File: config.mk
export PLATFORM = sky130hd
export DESIGN_NAME = multicycle_controller_flat
export DESIGN_NICKNAME = d
export VERILOG_FILES = /design/src/rtl/multicycle_controller_pkg.sv /design/src/rtl/multicycle_controller_if.sv /design/src/rtl/multicycle_controller_opcode_class_decode.sv /design/src/rtl/multicycle_controller.sv /design/src/flat_wrapper.sv
export SDC_FILE = /design/constraint.sdc
export NUM_CORES = 1
export LEC_CHECK = 0
export CAP_MARGIN = 20
export CORE_UTILIZATION = 45
export DETAILED_ROUTE_END_ITERATION = 12
export HOLD_SLACK_MARGIN = 0.03
export PLACE_DENSITY_LB_ADDON = 0.05
export SYNTH_ARGS = -nofsm -noshare
export SYNTH_HDL_FRONTEND = slang
export SYNTH_SLANG_ARGS = --single-unit
File: constraint.sdc
create_clock -name clk -period 2.3 [get_ports clk]
set_input_delay 0.575 -clock clk [delete_from_list [all_inputs] [get_ports clk]]
set_output_delay 0.575 -clock clk [all_outputs]
set_load 0.02 [all_outputs]
File: src/rtl/multicycle_controller_pkg.sv
// Shared definitions for the LEGv8 control path: state encodings,
// opcode match patterns and ALU select constants.
package lg8_ctrl_pkg;

  typedef enum logic [3:0] {
    S_FETCH  = 4'd0,
    S_DECODE = 4'd1,
    S_EXEC   = 4'd2,
    S_RWB    = 4'd3,
    S_ADDR   = 4'd4,
    S_MRD    = 4'd5,
    S_LWB    = 4'd6,
    S_MWR    = 4'd7,
    S_BR     = 4'd8
  } state_t;

  typedef struct packed {
    logic r;
    logic ldur;
    logic stur;
    logic cbz;
    logic b;
    logic illegal;
  } opClass_t;

  // Opcode patterns as mask/value pairs over insOp[10:0]; a mask bit of 0
  // marks a don't-care position.
  localparam logic [10:0] R_MASK    = 11'b10011110111;
  localparam logic [10:0] R_VAL     = 11'b10001010000;
  localparam logic [10:0] LDUR_MASK = 11'b11111111111;
  localparam logic [10:0] LDUR_VAL  = 11'b11111000010;
  localparam logic [10:0] STUR_MASK = 11'b11111111111;
  localparam logic [10:0] STUR_VAL  = 11'b11111000000;
  localparam logic [10:0] CBZ_MASK  = 11'b11111111000;
  localparam logic [10:0] CBZ_VAL   = 11'b10110100000;
  localparam logic [10:0] B_MASK    = 11'b11111100000;
  localparam logic [10:0] B_VAL     = 11'b00010100000;

  localparam logic [1:0] SRCB_REG   = 2'b00;
  localparam logic [1:0] SRCB_FOUR  = 2'b01;
  localparam logic [1:0] SRCB_ADDR  = 2'b10;
  localparam logic [1:0] SRCB_BROFF = 2'b11;

  localparam logic [1:0] ALUOP_ADD   = 2'b00;
  localparam logic [1:0] ALUOP_PASSB = 2'b01;
  localparam logic [1:0] ALUOP_RTYPE = 2'b10;

  function automatic logic opMatch(input logic [10:0] op,
                                   input logic [10:0] mask,
                                   input logic [10:0] val);
    return (op & mask) == val;
  endfunction

endpackage

File: src/rtl/multicycle_controller_if.sv
// Datapath-facing signal bundle of the multi-cycle controller.
interface multicycle_controller_if;
  logic [10:0] insOp;
  logic        zero;
  logic        mem_ready;
  logic        PCWrite;
  logic        IRWrite;
  logic        IorD;
  logic        MemRead;
  logic        MemWrite;
  logic        RegWrite;
  logic        MemtoReg;
  logic        Reg2Loc;
  logic        ALUSrcA;
  logic [1:0]  ALUSrcB;
  logic [1:0]  ALUOp;
  logic        PCSource;
  logic        instr_done;
  logic        illegal;
  logic        mem_err;
  logic [3:0]  state_o;

  modport slave (
    input  insOp, zero, mem_ready,
    output PCWrite, IRWrite, IorD, MemRead, MemWrite, RegWrite, MemtoReg,
           Reg2Loc, ALUSrcA, ALUSrcB, ALUOp, PCSource, instr_done, illegal,
           mem_err, state_o
  );

  modport master (
    output insOp, zero, mem_ready,
    input  PCWrite, IRWrite, IorD, MemRead, MemWrite, RegWrite, MemtoReg,
           Reg2Loc, ALUSrcA, ALUSrcB, ALUOp, PCSource, instr_done, illegal,
           mem_err, state_o
  );
endinterface

File: src/rtl/multicycle_controller_opcode_class_decode.sv
// Combinational opcode classifier: insOp -> one-hot instruction class.
module opcode_class_decode
  import lg8_ctrl_pkg::*;
(
  input  logic [10:0] insOp,
  output opClass_t    opClass
);

  // Exact-match opcodes first so they never alias into a wider pattern.
  always_comb begin
    opClass = '0;
    if (opMatch(insOp, LDUR_MASK, LDUR_VAL))      opClass.ldur    = 1'b1;
    else if (opMatch(insOp, STUR_MASK, STUR_VAL)) opClass.stur    = 1'b1;
    else if (opMatch(insOp, R_MASK, R_VAL))       opClass.r       = 1'b1;
    else if (opMatch(insOp, CBZ_MASK, CBZ_VAL))   opClass.cbz     = 1'b1;
    else if (opMatch(insOp, B_MASK, B_VAL))       opClass.b       = 1'b1;
    else                                          opClass.illegal = 1'b1;
  end

endmodule

File: src/rtl/multicycle_controller.sv
// Multi-cycle LEGv8 sequencing controller with memory-wait timeout.
//   state  | meaning
//   FETCH  | read instruction at PC, PC += 4 on mem_ready
//   DECODE | classify opcode, precompute branch target into ALUOut
//   EXEC   | R-type ALU operation
//   RWB    | R-type register writeback, retire
//   ADDR   | load/store effective address
//   MRD    | data memory read, wait for mem_ready
//   LWB    | load writeback from MDR, retire
//   MWR    | data memory write, wait for mem_ready, retire
//   BR     | CBZ / B PC update, retire
module multicycle_controller
  import lg8_ctrl_pkg::*;
#(
  parameter  int WAIT_MAX = 16,
  localparam int CW       = $clog2(WAIT_MAX + 1)
) (
  input  logic clk,
  input  logic rst,
  multicycle_controller_if.slave bus
);

  localparam logic [CW-1:0] WAIT_LAST = CW'(WAIT_MAX - 1);

  state_t        state, stateNext;
  logic [CW-1:0] waitCnt;
  opClass_t      decClass;
  logic          latLdur, latStur, latCbz;
  logic          inWait, timeout;

  logic       pcWrite, irWrite, iorD, memRead, memWrite, regWrite, memtoReg;
  logic       reg2Loc, aluSrcA, pcSource, instrDone, illegalP, memErr;
  logic [1:0] aluSrcB, aluOp;

  opcode_class_decode uDecode (
    .insOp   (bus.insOp),
    .opClass (decClass)
  );

  assign inWait  = (state == S_FETCH) || (state == S_MRD) || (state == S_MWR);
  assign timeout = inWait && !bus.mem_ready && (waitCnt == WAIT_LAST);

  // State register.
  always_ff @(posedge clk) begin
    if (rst) state <= S_FETCH;
    else     state <= stateNext;
  end

  // Wait counter: restarts whenever a wait state is (re)entered, counts stalled cycles.
  always_ff @(posedge clk) begin
    if (rst)                                  waitCnt <= '0;
    else if ((stateNext != state) || timeout) waitCnt <= '0;
    else if (inWait && !bus.mem_ready)        waitCnt <= waitCnt + CW'(1);
  end

  // Instruction class is captured in DECODE so later insOp changes are ignored.
  always_ff @(posedge clk) begin
    if (rst) begin
      latLdur <= 1'b0;
      latStur <= 1'b0;
      latCbz  <= 1'b0;
    end else if (state == S_DECODE) begin
      latLdur <= decClass.ldur;
      latStur <= decClass.stur;
      latCbz  <= decClass.cbz;
    end
  end

  // Next-state and datapath control decode.
  always_comb begin
    stateNext = S_FETCH;
    pcWrite   = 1'b0;
    irWrite   = 1'b0;
    iorD      = 1'b0;
    memRead   = 1'b0;
    memWrite  = 1'b0;
    regWrite  = 1'b0;
    memtoReg  = 1'b0;
    reg2Loc   = 1'b0;
    aluSrcA   = 1'b0;
    aluSrcB   = SRCB_REG;
    aluOp     = ALUOP_ADD;
    pcSource  = 1'b0;
    instrDone = 1'b0;
    illegalP  = 1'b0;
    memErr    = 1'b0;
    case (state)
      S_FETCH: begin
        memRead = 1'b1;
        aluSrcB = SRCB_FOUR;
        if (bus.mem_ready) begin
          irWrite   = 1'b1;
          pcWrite   = 1'b1;
          stateNext = S_DECODE;
        end else begin
          memErr    = timeout;
          stateNext = S_FETCH;
        end
      end
      S_DECODE: begin
        aluSrcB  = SRCB_BROFF;
        reg2Loc  = decClass.stur | decClass.cbz;
        illegalP = decClass.illegal;
        if (decClass.r)                       stateNext = S_EXEC;
        else if (decClass.ldur | decClass.stur) stateNext = S_ADDR;
        else if (decClass.cbz | decClass.b)   stateNext = S_BR;
      end
      S_EXEC: begin
        aluSrcA   = 1'b1;
        aluOp     = ALUOP_RTYPE;
        stateNext = S_RWB;
      end
      S_RWB: begin
        regWrite  = 1'b1;
        instrDone = 1'b1;
      end
      S_ADDR: begin
        aluSrcA = 1'b1;
        aluSrcB = SRCB_ADDR;
        reg2Loc = latStur;
        if (latStur)      stateNext = S_MWR;
        else if (latLdur) stateNext = S_MRD;
      end
      S_MRD: begin
        iorD    = 1'b1;
        memRead = 1'b1;
        if (bus.mem_ready)  stateNext = S_LWB;
        else if (timeout)   memErr    = 1'b1;
        else                stateNext = S_MRD;
      end
      S_LWB: begin
        regWrite  = 1'b1;
        memtoReg  = 1'b1;
        instrDone = 1'b1;
      end
      S_MWR: begin
        iorD     = 1'b1;
        memWrite = 1'b1;
        reg2Loc  = 1'b1;
        if (bus.mem_ready) instrDone = 1'b1;
        else if (timeout)  memErr    = 1'b1;
        else               stateNext = S_MWR;
      end
      S_BR: begin
        pcSource  = 1'b1;
        instrDone = 1'b1;
        if (latCbz) begin
          aluSrcA = 1'b1;
          aluOp   = ALUOP_PASSB;
          reg2Loc = 1'b1;
          pcWrite = bus.zero;
        end else begin
          pcWrite = 1'b1;
        end
      end
      default: stateNext = S_FETCH;
    endcase
  end

  // Every output is held low while reset is asserted.
  assign bus.PCWrite    = pcWrite   & ~rst;
  assign bus.IRWrite    = irWrite   & ~rst;
  assign bus.IorD       = iorD      & ~rst;
  assign bus.MemRead    = memRead   & ~rst;
  assign bus.MemWrite   = memWrite  & ~rst;
  assign bus.RegWrite   = regWrite  & ~rst;
  assign bus.MemtoReg   = memtoReg  & ~rst;
  assign bus.Reg2Loc    = reg2Loc   & ~rst;
  assign bus.ALUSrcA    = aluSrcA   & ~rst;
  assign bus.ALUSrcB    = rst ? 2'b00 : aluSrcB;
  assign bus.ALUOp      = rst ? 2'b00 : aluOp;
  assign bus.PCSource   = pcSource  & ~rst;
  assign bus.instr_done = instrDone & ~rst;
  assign bus.illegal    = illegalP  & ~rst;
  assign bus.mem_err    = memErr    & ~rst;
  assign bus.state_o    = rst ? 4'd0 : state;

endmodule

File: src/flat_wrapper.sv
// flat-port wrapper written by rule: the top's interface ports become plain ports
module multicycle_controller_flat import lg8_ctrl_pkg::*;
#(
  parameter  int WAIT_MAX = 16,
  localparam int CW       = $clog2(WAIT_MAX + 1)
)
  (clk, rst, bus_insOp, bus_zero, bus_mem_ready, bus_PCWrite, bus_IRWrite, bus_IorD, bus_MemRead, bus_MemWrite, bus_RegWrite, bus_MemtoReg, bus_Reg2Loc, bus_ALUSrcA, bus_ALUSrcB, bus_ALUOp, bus_PCSource, bus_instr_done, bus_illegal, bus_mem_err, bus_state_o);
  multicycle_controller_if bus_i ();
  input  logic clk;
  input  logic rst;
  input wire logic [$bits(bus_i.insOp)-1:0] bus_insOp;
  input wire logic [$bits(bus_i.zero)-1:0] bus_zero;
  input wire logic [$bits(bus_i.mem_ready)-1:0] bus_mem_ready;
  output wire logic [$bits(bus_i.PCWrite)-1:0] bus_PCWrite;
  output wire logic [$bits(bus_i.IRWrite)-1:0] bus_IRWrite;
  output wire logic [$bits(bus_i.IorD)-1:0] bus_IorD;
  output wire logic [$bits(bus_i.MemRead)-1:0] bus_MemRead;
  output wire logic [$bits(bus_i.MemWrite)-1:0] bus_MemWrite;
  output wire logic [$bits(bus_i.RegWrite)-1:0] bus_RegWrite;
  output wire logic [$bits(bus_i.MemtoReg)-1:0] bus_MemtoReg;
  output wire logic [$bits(bus_i.Reg2Loc)-1:0] bus_Reg2Loc;
  output wire logic [$bits(bus_i.ALUSrcA)-1:0] bus_ALUSrcA;
  output wire logic [$bits(bus_i.ALUSrcB)-1:0] bus_ALUSrcB;
  output wire logic [$bits(bus_i.ALUOp)-1:0] bus_ALUOp;
  output wire logic [$bits(bus_i.PCSource)-1:0] bus_PCSource;
  output wire logic [$bits(bus_i.instr_done)-1:0] bus_instr_done;
  output wire logic [$bits(bus_i.illegal)-1:0] bus_illegal;
  output wire logic [$bits(bus_i.mem_err)-1:0] bus_mem_err;
  output wire logic [$bits(bus_i.state_o)-1:0] bus_state_o;
  assign bus_i.insOp = bus_insOp;
  assign bus_i.zero = bus_zero;
  assign bus_i.mem_ready = bus_mem_ready;
  assign bus_PCWrite = bus_i.PCWrite;
  assign bus_IRWrite = bus_i.IRWrite;
  assign bus_IorD = bus_i.IorD;
  assign bus_MemRead = bus_i.MemRead;
  assign bus_MemWrite = bus_i.MemWrite;
  assign bus_RegWrite = bus_i.RegWrite;
  assign bus_MemtoReg = bus_i.MemtoReg;
  assign bus_Reg2Loc = bus_i.Reg2Loc;
  assign bus_ALUSrcA = bus_i.ALUSrcA;
  assign bus_ALUSrcB = bus_i.ALUSrcB;
  assign bus_ALUOp = bus_i.ALUOp;
  assign bus_PCSource = bus_i.PCSource;
  assign bus_instr_done = bus_i.instr_done;
  assign bus_illegal = bus_i.illegal;
  assign bus_mem_err = bus_i.mem_err;
  assign bus_state_o = bus_i.state_o;
  multicycle_controller #(.WAIT_MAX(WAIT_MAX)) u_core (.clk(clk), .rst(rst), .bus(bus_i));
endmodule
; ---- After elaboration in Yosys (flattened, before gate mapping)
; Cells that the tools add are included.
[totals]
ff_bits = 12
in_bits = 15
output_inout_bits = 21
wordCells = 99
[op_classes]
n_addsub = 1
eq_ne = 15
mux = 48
n_bitwise = 17
reduce_logical = 13
[op_table]
columns = operator, n
row1 = two-way mux 4 bit, 8
row2 = two-way mux 1 bit, 24
row3 = one-hot mux 4 bit (6 select lines), 1
row4 = == test 11 bit (second input constant), 2
row5 = == test 4 x 3 -> 1 bit (second input constant), 4
row6 = == test 8 bit (second input constant), 2
row7 = two-way mux 3 bit, 5
row8 = bitwise AND 1 bit, 13
row9 = OR reduction 2 bit, 5
row10 = == test 4 x 2 -> 1 bit (second input constant), 2
row11 = one-hot mux 1 bit (2 select lines), 4
row12 = == test 6 x 3 -> 1 bit (second input constant), 1
row13 = two-way mux 2 bit, 3
row14 = one-hot mux 2 bit (3 select lines), 1
row15 = adder 5 x 1 -> 5 bit (second input constant), 1
row16 = == test 5 x 4 -> 1 bit (second input constant), 1
row17 = == test 4 x 1 -> 1 bit (second input constant), 1
row18 = == test 4 bit (second input constant), 1
row19 = zero test 4 bit, 1
row20 = inequality test 4 bit, 1
row21 = one-hot mux 1 bit (4 select lines), 1
row22 = one-hot mux 2 bit (2 select lines), 1
row23 = logical OR 1 bit, 3
row24 = OR 1 bit, 3
row25 = other kinds (4), 5

; ---- Depth between registers and ports, before layout
[logic_depth]
word_depth = 14
ltp_mapped = 7
ltp_nobuf = 7

; ---- Cells and area by module
; From an unflattened synthesis, not the netlist that was laid out.
[unflattened]
cells_unflattened = 148
hier_area_um2 = 1094.8
[by_module_without_submodules]
columns = module, instances, cells_each, area_per_inst_um2
row1 = multicycle_controller, 1, 133, 974.7
row2 = opcode_class_decode, 1, 15, 120.1

; ---- Worst setup path after synthesis
; Ideal clock, no wire load.
[synth_timing]
path_type = input -> output
start = in bus_insOp[3]
end = out bus_illegal
arrival_ps = 1806
required_time_ps = 1725
setup_slack_ps = -81
cell_stages = 4
path_buffers = 0
cell_sequence = and4bb_1 > o21ai_0 > nand2b_1 > nor4b_1
[synth_via]
elab_chain_len = 7
elab_cells_between_ends = 9
cone_classes = eq/ne: 3 / mux: 5 / bitwise: 1
[synth_rtl]
columns = element, line
row1 = "start, declared", flat_wrapper.sv:11  ; input wire logic [$bits(bus_i.insOp)-1:0] bus_insOp;
row2 = == test 8 bit, multicycle_controller_pkg.sv:51  ; return (op & mask) == val;
row3 = two-way mux 2 bit, multicycle_controller_opcode_class_decode.sv:15  ; else if (opMatch(insOp, CBZ_MASK, CBZ_VAL)) opClass.cbz = 1'b1;
row4 = two-way mux 3 bit, multicycle_controller_opcode_class_decode.sv:14  ; else if (opMatch(insOp, R_MASK, R_VAL)) opClass.r = 1'b1;
row5 = two-way mux 3 bit, multicycle_controller_opcode_class_decode.sv:13  ; else if (opMatch(insOp, STUR_MASK, STUR_VAL)) opClass.stur = 1'b1;
row6 = two-way mux 4 bit (*), multicycle_controller_opcode_class_decode.sv:12  ; if (opMatch(insOp, LDUR_MASK, LDUR_VAL)) opClass.ldur = 1'b1;
row7 = two-way mux 1 bit (*), multicycle_controller.sv:87  ; case (state)
row8 = bitwise AND 1 bit (*), multicycle_controller.sv:174  ; assign bus.illegal = illegalP & ~rst;
row9 = "end, declared", flat_wrapper.sv:27  ; output wire logic [$bits(bus_i.illegal)-1:0] bus_illegal;
; Every way passes the cells marked *; elsewhere a longest branch is shown, timed or not.

; ---- Worst setup path after layout
[layout_timing]
start = reg u_core.state[0]
end = out bus_ALUOp[0]
[layout_via]
elab_chain_len = 3
elab_cells_between_ends = 4
cone_classes = eq/ne: 2 / mux: 2
[layout_rtl]
columns = element, line
row1 = "start, declared", multicycle_controller.sv:25  ; state_t state, stateNext;
row2 = "start signal, assigned", multicycle_controller.sv:46  ; else state <= stateNext;
row3 = == test 4 bit or == test 4 x 2 -> 1 bit (tied branches), multicycle_controller.sv:87
row4 = one-hot mux 2 bit (2 select lines) (*), multicycle_controller.sv:87
row5 = two-way mux 2 bit (*), multicycle_controller.sv:171  ; assign bus.ALUOp = rst ? 2'b00 : aluOp;
row6 = "end, declared", flat_wrapper.sv:24  ; output wire logic [$bits(bus_i.ALUOp)-1:0] bus_ALUOp;
; Marked as above.

==> metrics <==
core area 2250 sq um; Adder-Cell Fraction of Synth Area 2.29%; Synth Area in Compound Gates 18.1%; fraction of registers with async set/reset 0%; Post-synth EDFFs 0; RePlAce Congestion 0.826; Min Hold Slack 493 ps; commonest non-fill, non-tap cells in the layout buf_4, nor2_1, dlygate4sd2_1, clkdlybuf4s15_1, dfxtp_1; CP Max Fanout 6; synth-to-layout area growth 65.9%; RSZ-0062 raised after global routing true; first-pass GRT wire length 5.26 mm; Synth Flop Type dfxtp_1; HP Class flop to flop; H-tree levels 1; minimum clock period 2280 ps; Tightest Pin Transition 491 ps; CP Launch Type flop; Worst Setup EP bus_ALUOp[0]; Worst slew margin 66.9%; CTS root buf clkbuf_4; FF+latch area 250 sq um; Clk Latency, worst-skew pair 270 ps; CTS clk-pin slew, worst paths 70 ps; final total power 0.480 mW; main combinational cell family by area after synthesis simple AND/OR/NAND/NOR gates; Max Cap Viol 0; largest net degree at the start of global routing 11; Bufs on Longest Clock Path 2; synthesized instance count 135; final setup fails 0; Synth Register Bits 12; R2R Path End u_core.waitCnt[1]; CTS Buf Count 3; TritonRoute pass-1 iters 4; vias in the first global route 1203; area of the multi-input gates 872 sq um; R2R Setup Slk 260 ps; Final #Nets 222; Required @ worst endpoint 1730 ps; XOR/XNOR Fraction of Synth Area 3.21%; final wirelength 3.54 mm; Period Utilization, post-route 99.0%; FMAX 439 MHz; sequential-to-total area share from yosys stat 22.0%; R2R depth 8; LEAKAGE 0.843 nW; initial core utilization 48.4%; outcome finished clean; Post-Syn Area 1090 sq um; Die W 51.3 microns; fin. max-slew vios 0; Crit. Startpoint u_core.state[0]; # DRC 0; die area 2630 sq um; drt wl/cell 15.3 microns; slowest stage delay, CP 560 ps; PD cells 265 nW/um^2; Max Clock Skew 5.57 ps; mux contribution to synthesized area 2.98%; worst-path cell chain or4b_4, nor2_4, buf_4, and2_1, buf_4; critical path class flop to output port; Post-Synth Simple-Gate Area 42.7%; CP max stage cell or4b_4; DP HPWL 2.56 mm; CTS tree yes; I/O Buffers 35; Chip Height 51.3 microns; initial antenna violation count 0; CP arrival 1700 ps; vias 1296; most common cell after layout, fill and taps aside buf_4; Post-Syn Nets 152; Final Hold Violating Endpoints 0; CP dominant cell by count buf_4; share of layout cells above drive strength 1 46.3%; # IOs 36; # hold bufs at CTS 0; peak supply drop 0.356 mV; YS warnings 0; FILL cells 164; Antenna Violating Nets Remaining 0; DRT iter0 DRCs 23; reg2reg start u_core.waitCnt[0]; number of library cell types mapped by synthesis 49; row cnt 17; Worst Setup End Kind output port; vias per inst 5.61; GRT Residual Overflow 0; Mean Syn Cell Area 8.09 sq um; antenna cells 0; CTS sink count 12; GRT Resource Usage Total 26.6%
[power by group]
part / internal, mW / total [mW] / switching (mW)
logic: 0.0748 / 0.145 / 0.0698
clock network: 0.0606 / 0.124 / 0.0631
registers: 0.209 / 0.212 / 0.00301
total: 0.344 / 0.480 / 0.136
[Yosys cell counts, types with 2 or more instances]
master,n,area [sq um]
nor2_1,16,60.1
dfxtp_1,12,240
o21ai_0,7,35.0
inv_1,6,22.5
nand2_1,6,22.5
nor2b_1,5,31.3
a21oi_1,4,20.0
buf_2,4,20.0
nor3_1,4,20.0
nor3b_1,4,30.0
nor4_1,4,25.0
o211ai_1,4,30.0
a21o_1,3,22.5
and3_1,3,18.8
and3b_1,3,26.3
buf_6,3,33.8
clkbuf_1,3,11.3
nand2b_1,3,18.8
xor2_1,3,26.3
a2bb2oi_1,2,17.5
a31oi_1,2,12.5
and2_1,2,12.5
ha_1,2,25.0
mux2_2,2,22.5
nand4_1,2,12.5
nor4b_1,2,17.5
nor4bb_1,2,20.0
[what timing repair did]
action / in CTS / in global routing
setup endpoints to repair: 21 / 13
buffers inserted: 1 / 4
pin swaps: 9 / 13
resized for setup: 91 / 34
[final cells by class]
cell class	instances	share of cell area, %
clock buffers	3	1.24
repair buffers	76	33.6
flip-flops and latches	12	13.8
well taps	28	1.93
inverters	6	1.24
multi-input cells	106	48.1
[state kept, by name (all words and copies together), names as in the netlist]
name,flops
u_core.waitCnt,5
u_core.latStur,1
u_core.latCbz,1
u_core.latLdur,1
u_core.state,4
[per-stage QoR]
step	util (%)	setup TNS (ps)	area [sq um]	setup slack, ps	cells
floorplan	-	0	1100	140	135
global placement	74.9	-9180	1690	-709	224
detailed placement	74.9	-9700	1690	-780	224
CTS	75.9	-134	1710	-68.9	228
global route	80.4	-109	1810	-85.8	231
finish	80.4	0	1810	22.2	231
[worst min path at each step]
stage | from | to | slack [ps] | cells after the start
floorplan | u_core.waitCnt[1] | u_core.waitCnt[1] | 450 | 2
global placement | u_core.waitCnt[1] | u_core.waitCnt[1] | 470 | 2
detailed placement | u_core.waitCnt[1] | u_core.waitCnt[1] | 490 | 2
CTS | u_core.waitCnt[1] | u_core.waitCnt[1] | 500 | 2
global route | u_core.waitCnt[1] | u_core.waitCnt[1] | 510 | 2
finish | u_core.waitCnt[1] | u_core.waitCnt[1] | 490 | 2
[per-layer routing]
| metal | routed length [microns] | GRT usage, % | up-vias |
|---|---|---|---|
| li1 | - | - | 635 |
| met3 | 124 | 4.76 | 7 |
| met4 | 29 | 7.21 | 0 |
| met1 | 1580 | 33.2 | 613 |
| met5 | 0 | 0 | - |
| met2 | 1800 | 46.5 | 41 |
[logic make-up (layout without fill, tap and decap cells)]
group	count (synthesis)	count (layout)
AND/OR/NAND/NOR	69	69
AO/OA/AOI/OAI	28	28
buffers and inverters	17	85
flip-flops	12	12
XOR/XNOR	4	4
multiplexers	3	3
adder cells (fa/ha/maj)	2	2
[critical path: cells and delay by family (launching register included)]
kind	cells	cell delay (ps)
buf+inv	2	260
simple gates	3	800
flops	1	360
Power figures use the tool's default switching activity.
